===== config.mk =====
export PLATFORM = sky130hd
export DESIGN_NAME = interrupt_controller_flat
export DESIGN_NICKNAME = d
export VERILOG_FILES = /design/src/rtl/irq_pkg.sv /design/src/rtl/interrupt_controller_if.sv /design/src/rtl/irq_sync.sv /design/src/rtl/interrupt_controller.sv /design/src/flat_wrapper.sv
export SDC_FILE = /design/constraint.sdc
export NUM_CORES = 1
export LEC_CHECK = 0
export CORE_MARGIN = 2
export CORE_UTILIZATION = 40
export CTS_CLUSTER_SIZE = 20
export DETAILED_ROUTE_END_ITERATION = 10
export PLACE_DENSITY = 0.85
export SYNTH_ARGS = -nofsm -noshare
export SYNTH_HDL_FRONTEND = slang
export SYNTH_SLANG_ARGS = --single-unit

===== constraint.sdc =====
create_clock -name clk -period 2.7 [get_ports clk]
set_input_delay 0.675 -clock clk [delete_from_list [all_inputs] [get_ports clk]]
set_output_delay 0.675 -clock clk [all_outputs]
set_load 0.05 [all_outputs]

===== src/rtl/irq_pkg.sv =====
// irq_pkg: shared constants for the CP0 interrupt front-end.
// Register map, bit positions of the timer and external lines in the
// interrupts vector, and the number of external lines.
package irq_pkg;

  localparam logic [1:0] IRQ_MODE    = 2'd0;
  localparam logic [1:0] IRQ_MASK    = 2'd1;
  localparam logic [1:0] IRQ_PENDING = 2'd2;
  localparam logic [1:0] IRQ_RAW     = 2'd3;

  localparam int IRQ_TIMER_BIT = 0;
  localparam int IRQ_EXT_BASE  = 1;
  localparam int NUM_EXT_IRQ   = 7;

endpackage


===== src/rtl/interrupt_controller_if.sv =====
// interrupt_controller_if: configuration port between the CP0 glue (master)
// and the interrupt controller (slave). Reads are combinational from cfg_addr.
interface interrupt_controller_if;

  logic       cfg_write;
  logic [1:0] cfg_addr;
  logic [7:0] cfg_wdata;
  logic [7:0] cfg_rdata;

  modport master (
    output cfg_write,
    output cfg_addr,
    output cfg_wdata,
    input  cfg_rdata
  );

  modport slave (
    input  cfg_write,
    input  cfg_addr,
    input  cfg_wdata,
    output cfg_rdata
  );

endinterface


===== src/rtl/irq_sync.sv =====
// irq_sync: SYNC_STAGES-deep flop chain bringing one asynchronous line into
// the clk domain. SYNC_STAGES must be 2 or more.
module irq_sync #(
  parameter int SYNC_STAGES = 2
) (
  input  logic clk,
  input  logic reset,
  input  logic d,
  output logic q
);

  logic [SYNC_STAGES-1:0] chain;

  // Shift the raw line through the chain; reset empties it immediately.
  always_ff @(posedge clk or posedge reset) begin
    if (reset) chain <= '0;
    else       chain <= {chain[SYNC_STAGES-2:0], d};
  end

  assign q = chain[SYNC_STAGES-1];

endmodule


===== src/rtl/interrupt_controller.sv =====
// interrupt_controller: interrupt front-end for CP0.
// Synchronises seven external lines, captures them per line as level or
// rising edge, masks them, and produces the count/compare timer interrupt on
// bit 0. Define TIMER_INT_EN to build the timer; without it bit 0 is tied
// off everywhere and no comparator exists.
module interrupt_controller
  import irq_pkg::*;
#(
  parameter int SYNC_STAGES = 2
) (
  input  logic                   clk,
  input  logic                   reset,
  input  logic [NUM_EXT_IRQ-1:0] ext_irq,
  input  logic [31:0]            count,
  input  logic [31:0]            compare,
  input  logic                   compare_write,
  interrupt_controller_if.slave  cfg,
  output logic [7:0]             interrupts
);

  logic [NUM_EXT_IRQ-1:0] sync_level;
  logic [NUM_EXT_IRQ-1:0] sync_prev;
  logic [NUM_EXT_IRQ-1:0] rise;
  logic [NUM_EXT_IRQ-1:0] w1c_ext;
  logic [NUM_EXT_IRQ-1:0] mode_ext;
  logic [NUM_EXT_IRQ-1:0] pending_ext;
  logic [7:0]             mask_q;
  logic [7:0]             mask_rd;
  logic [7:0]             pending_all;
  logic                   pending_timer;
  logic                   timer_match;
  logic                   wr_mode;
  logic                   wr_mask;
  logic                   wr_pending;

  for (genvar i = 0; i < NUM_EXT_IRQ; i++) begin : g_sync
    irq_sync #(.SYNC_STAGES(SYNC_STAGES)) u_sync (
      .clk   (clk),
      .reset (reset),
      .d     (ext_irq[i]),
      .q     (sync_level[i])
    );
  end

  assign wr_mode    = cfg.cfg_write && (cfg.cfg_addr == IRQ_MODE);
  assign wr_mask    = cfg.cfg_write && (cfg.cfg_addr == IRQ_MASK);
  assign wr_pending = cfg.cfg_write && (cfg.cfg_addr == IRQ_PENDING);

  // Previous synchronised level; tracked in both modes so that switching a
  // held-high line from level to edge does not look like a fresh edge.
  always_ff @(posedge clk or posedge reset) begin
    if (reset) sync_prev <= '0;
    else       sync_prev <= sync_level;
  end

  assign rise    = sync_level & ~sync_prev;
  assign w1c_ext = wr_pending ? cfg.cfg_wdata[7:1] : '0;

  // MODE and MASK registers, written by the configuration port.
  always_ff @(posedge clk or posedge reset) begin
    if (reset) begin
      mode_ext <= '0;
      mask_q   <= '0;
    end else begin
      if (wr_mode) mode_ext <= cfg.cfg_wdata[7:1];
      if (wr_mask) mask_q   <= cfg.cfg_wdata;
    end
  end

  // External pending: level bits follow the line, edge bits latch rising
  // edges and are cleared by write-1, with a new edge beating the clear.
  always_ff @(posedge clk or posedge reset) begin
    if (reset) pending_ext <= '0;
    else       pending_ext <= (mode_ext & (rise | (pending_ext & ~w1c_ext)))
                            | (~mode_ext & sync_level);
  end

`ifdef TIMER_INT_EN
  assign timer_match = (count == compare);

  // Timer pending: set on a count/compare match, cleared by any write to
  // Compare; the clear takes priority when both happen together.
  always_ff @(posedge clk or posedge reset) begin
    if (reset)              pending_timer <= 1'b0;
    else if (compare_write) pending_timer <= 1'b0;
    else if (timer_match)   pending_timer <= 1'b1;
  end

  assign mask_rd = mask_q;
`else
  logic unused_timer;

  assign timer_match   = 1'b0;
  assign pending_timer = 1'b0;
  assign mask_rd       = {mask_q[7:1], 1'b0};
  assign unused_timer  = ^{count, compare, compare_write, mask_q[0]};
`endif

  assign pending_all[IRQ_EXT_BASE +: NUM_EXT_IRQ] = pending_ext;
  assign pending_all[IRQ_TIMER_BIT]               = pending_timer;

  assign interrupts = pending_all & mask_rd;

  // Register read mux, combinational from the address.
  always_comb begin
    cfg.cfg_rdata = 8'h00;
    unique case (cfg.cfg_addr)
      IRQ_MODE:    cfg.cfg_rdata = {mode_ext, 1'b0};
      IRQ_MASK:    cfg.cfg_rdata = mask_rd;
      IRQ_PENDING: cfg.cfg_rdata = pending_all;
      IRQ_RAW:     cfg.cfg_rdata = {sync_level, timer_match};
      default:     cfg.cfg_rdata = 8'h00;
    endcase
  end

endmodule


===== src/flat_wrapper.sv =====
// flat-port wrapper written by rule: the top's interface ports become plain ports
module interrupt_controller_flat import irq_pkg::*;
#(
  parameter int SYNC_STAGES = 2
)
  (clk, reset, ext_irq, count, compare, compare_write, interrupts, cfg_cfg_write, cfg_cfg_addr, cfg_cfg_wdata, cfg_cfg_rdata);
  interrupt_controller_if cfg_i ();
  input  logic clk;
  input  logic reset;
  input  logic [NUM_EXT_IRQ-1:0] ext_irq;
  input  logic [31:0] count;
  input  logic [31:0] compare;
  input  logic compare_write;
  output logic [7:0] interrupts;
  input wire logic [$bits(cfg_i.cfg_write)-1:0] cfg_cfg_write;
  input wire logic [$bits(cfg_i.cfg_addr)-1:0] cfg_cfg_addr;
  input wire logic [$bits(cfg_i.cfg_wdata)-1:0] cfg_cfg_wdata;
  output wire logic [$bits(cfg_i.cfg_rdata)-1:0] cfg_cfg_rdata;
  assign cfg_i.cfg_write = cfg_cfg_write;
  assign cfg_i.cfg_addr = cfg_cfg_addr;
  assign cfg_i.cfg_wdata = cfg_cfg_wdata;
  assign cfg_cfg_rdata = cfg_i.cfg_rdata;
  interrupt_controller #(.SYNC_STAGES(SYNC_STAGES)) u_core (.clk(clk), .reset(reset), .ext_irq(ext_irq), .count(count), .compare(compare), .compare_write(compare_write), .cfg(cfg_i), .interrupts(interrupts));
endmodule

**Word-level counts from Yosys, hierarchy flattened**

Cells that the tools add are included.

- Word-level logic and storage cells: 30
- Output and inout bits: 16
- Bits of input ports: 85
- Register bits after elaboration: 43

- Mux-type cells: 2
- Equal/unequal tests: 3
- Bitwise logic cells: 10
- Reduce and logical (&&, ||, !) cells: 4

Operators with widths:

| operator | number |
|---|---|
| $pmux W8 S4 | 1 |
| $and A7 B7 Y7 | 4 |
| $not A7 Y7 | 3 |
| $or A7 B7 Y7 | 2 |
| $and A8 B8 Y8 | 1 |
| $mux W7 | 1 |
| $eq A2 B2 Y1 const B | 2 |
| $logic_and A1 B1 Y1 | 3 |
| $eq A2 B1 Y1 const B | 1 |
| $logic_not A2 Y1 | 1 |

**Logic depth before layout (Yosys ltp)**

- Word-level depth: 8
- Mapped depth: 4

**By module**

A second synthesis with hierarchy kept.

- Cells, all modules: 109
- Area, all modules: 1685.4 µm²

Modules (own cells, without submodules):

| module | cells an instance | area each (µm²) | seq. area each (µm²) | instances |
|---|---|---|---|---|
| interrupt_controller | 88 | 1308.8 | 700.7 | 1 |
| irq_sync | 3 | 53.8 | 50.0 | 7 |

**Least setup slack after synthesis**

OpenSTA, ideal clock, no wires.

- Path kind: input port to output port
- Start: input port cfg_cfg_addr[1]
- End: output port cfg_cfg_rdata[3]
- Path slack: 432 ps
- Arrival time: 1593 ps
- Data required time: 2025 ps
- Cell stages on the path: 2
- Cells stage by stage: buf_6 > mux4_1

- Cells in the longest elaborated chain, start to end: 2
- Elaborated cells on any way between the ends: 5
- Those cells by class: 3 x eq/ne; 1 x mux; 1 x reduce/logical

Ends and longest elaborated chain:

| what | line | text |
|---|---|---|
| start: declaration | flat_wrapper.sv:16 | `input wire logic [$bits(cfg_i.cfg_addr)-1:0] cfg_cfg_addr;` |
| $eq A2 B2 Y1 (tied with other cells) | interrupt_controller.sv:107 | `unique case (cfg.cfg_addr)` |
| $pmux W8 S4 * | interrupt_controller.sv:107 |  |
| end: declaration | flat_wrapper.sv:18 | `output wire logic [$bits(cfg_i.cfg_rdata)-1:0] cfg_cfg_rdata;` |

Every way passes the cells marked *; elsewhere a longest branch is shown, timed or not. The select of a mux whose other input is x is not followed.

**Final worst setup path**

- Start: input port cfg_cfg_addr[0]
- End: output port cfg_cfg_rdata[7]

The elaborated chain is that of the path after synthesis.

==> flow_summary.ini <==
[outcome]
status = finished, final reports clean

[synth]
synth.most_common_cell = dfrtp_1
syn_avg_cell_area_sq_um = 16.4
netlist_top_cells_count = 42 x dfrtp_1, 14 x mux2_2
synthCells = 102
synth_edf_count = 0
ys_seq_area_share_pct = 62.9
syn_area_sq_mm = 0.00167
ys_top_cells_by_area = dfrtp_1 63%, mux2_2 9.4%, mux4_2 6.7%
synth_area_leader_cell = dfrtp_1
ys_ff_latch = 42
ys_types = 15
async_flop_share_pct = 100
yosys_warnings = 0
yosysTopAreaCellShare_pct = 62.9
synth_ff_type = dfrtp_1

[setup_path]
crit_fanout = 3
worstSetupPathType = in2out
cp.required_ns = 2.03
critPathCaptureType = output port
start_kind = input pin
cp.arrival_ns = 1.97

[die]
core_area_sq_mm = 0.00400
initial_core_util_pct = 41.8
fp.dieArea_sq_mm = 0.00471
io_pins = 101
die_w_microns = 68.6
die_h_microns = 68.6
rows = 23

[timing]
worst_slew_pin_slew_ns = 0.514
slew_headroom_pct = 65.7
hold_viol = 0
setup_violations = 0
setup_tns_ns = 0
finClkSkew_ns = 0.00582
finalCritPeriodShare_pct = 98.1
holdWs_ns = 0.353
fmax_mhz = 378
period_minus_slack_ns = 2.65
rsz0062_at_grt = false
slew_viol_final = 0

[detailed_routing]
m1WireLength_mm = 1.35
first_pass_iters = 4
avgRoutedWirePerCell_microns = 16.4
met2_length_mm = 1.54
drc_errors = 0
drt_iter0_drc = 46
dr_wl_met3_microns = 178
dr_total_vias = 1001
wl_mm = 3.15
vias_per_cell = 5.21
ant_nets = 0
top_layer = met4

[grt]
grt_remaining_overflow = 0
grt_pass1_wl_mm = 4.87
grt_pass1_vias = 998
grt_usage_pct = 14.9
antenna_found_initial = 0
grt_max_degree = 43

[clock_network]
cts_inserted_buffers = 5
cts_buffer_depth = 2
cts.sinks = 42
ctsHoldBuffers = 0
clk_pin_slew_ns = 0.07
tritoncts = built
htreeDepth = 2
postCtsSetupBuffers = 0
cts_root_buffer = clkbuf_8
clock_latency_ns = 0.29

[flow_run]
drv_cap = 0

[worst_hold_path]
hp-class = reg2reg

[place]
place.port_buffers = 32
dp_hpwl_mm = 2.14
routabilityCongestion = 0.732

[final_layout]
drive_above_1_share_pct = 31.0
fill_cells = 302
synthToLayoutAreaGrowth_pct = 30.8
diodes = 0
fin_nets = 227

[pwr]
power.density_mw_per_mm2 = 774
leakagePower_nw = 0.918
vdd.ir_drop.worst_uv = 449
==> report_power, final <==
group / leakage (nW) / internal, W / total, W / switching [W]
Sequential: 0.491 / 0.000704 / 0.000762 / 0.0000575
Combinational: 0.370 / 0.000195 / 0.000435 / 0.000240
Clock: 0.0573 / 0.000296 / 0.000495 / 0.000200
==> cell type report <==
class	instances	area, sq um	area share, %
Tap cell	50	62.6	2.86
Clock buffer	6	82.6	3.78
Timing Repair Buffer	39	403	18.4
Clock inverter	1	30.0	1.37
Inverter	1	3.75	0.172
Multi-Input combinational cell	53	554	25.3
Sequential cell	42	1050	48.1
==> sequential cells by signal, summed over array words and instances (netlist names) <==
| signal | cells |
|---|---|
| u_core.g_sync.u_sync.chain | 14 |
| u_core.mask_q | 7 |
| u_core.mode_ext | 7 |
| u_core.pending_ext | 7 |
| u_core.sync_prev | 7 |
==> through the flow <==
| stage | instances | worst slack (ns) | cell area (sq um) | power (W) | util (%) |
|---|---|---|---|---|---|
| after floorplan | 103 | 0.432 | 1680 | 0.00105 | - |
| after global placement | 184 | -0.104 | 2040 | 0.00117 | 51.0 |
| after detailed placement | 184 | -0.0959 | 2040 | 0.00119 | 51.0 |
| after CTS | 192 | 0.0404 | 2190 | 0.00170 | 54.7 |
| after global routing | 192 | 0.0135 | 2190 | 0.00176 | 54.7 |
| final | 192 | 0.0513 | 2190 | 0.00169 | 54.7 |
==> kinds of logic (layout without fill, tap and decap cells) <==
group / after synthesis / in the layout / synth area share (%)
other: 1 / 2 / 0.224
buffers and inverters: 8 / 47 / 3.74
AND/OR/NAND/NOR: 23 / 23 / 9.66
multiplexers: 21 / 21 / 19.3
flip-flops: 42 / 42 / 62.9
AO/OA/AOI/OAI: 7 / 7 / 4.19
==> placed cells by master, fill, tap and decap left out <==
| master | count |
|---|---|
| dlygate4sd2_1 | 1 |
| bufinv_16 | 1 |
| mux4_2 | 7 |
| inv_1 | 1 |
| clkdlybuf4s50_1 | 24 |
| buf_6 | 3 |
| buf_12 | 1 |
| nand3b_2 | 1 |
| mux2_2 | 14 |
| clkbuf_8 | 6 |
| buf_4 | 9 |
| and2_1 | 7 |
| nand2_1 | 7 |
| bufbuf_16 | 1 |
| dfrtp_1 | 42 |
| conb_1 | 2 |
| a32o_1 | 7 |
| nand4b_1 | 7 |
| nor3b_4 | 1 |
==> per-layer routing <==
metal | GRT usage (%) | up-vias
met5 | 0 | -
met4 | 7.00 | 0
met3 | 5.03 | 7
met2 | 22.7 | 35
met1 | 19.3 | 504
li1 | - | 455
==> what timing repair did <==
item	CTS	global route
gates resized for setup	6	0
hold endpoints to repair	0	0
setup endpoints to repair	6	0
==> path summary, 6_finish.rpt <==
check                                                 start                          endpoint  slack [ns]  cells past startpoint
max reg2reg                              u_core.mode_ext[3]                u_core.mode_ext[3]        1.89                      1
max in group asynchronous                             reset  u_core.g_sync[1].u_sync.chain[1]        1.54                      3
max                                         cfg_cfg_addr[0]                  cfg_cfg_rdata[7]        0.05                      3
min reg2reg                u_core.g_sync[0].u_sync.chain[0]  u_core.g_sync[0].u_sync.chain[1]        0.35                      0
min                        u_core.g_sync[0].u_sync.chain[0]  u_core.g_sync[0].u_sync.chain[1]        0.35                      0
min in group asynchronous                             reset  u_core.g_sync[1].u_sync.chain[0]        0.81                      3
==> worst max-delay path, cell delays in order <==
cell and delay [ns]:
clkdlybuf4s50_1 0.55, mux4_2 0.54, buf_4 0.21
Note: power is estimated with default switching activity, not from simulation.
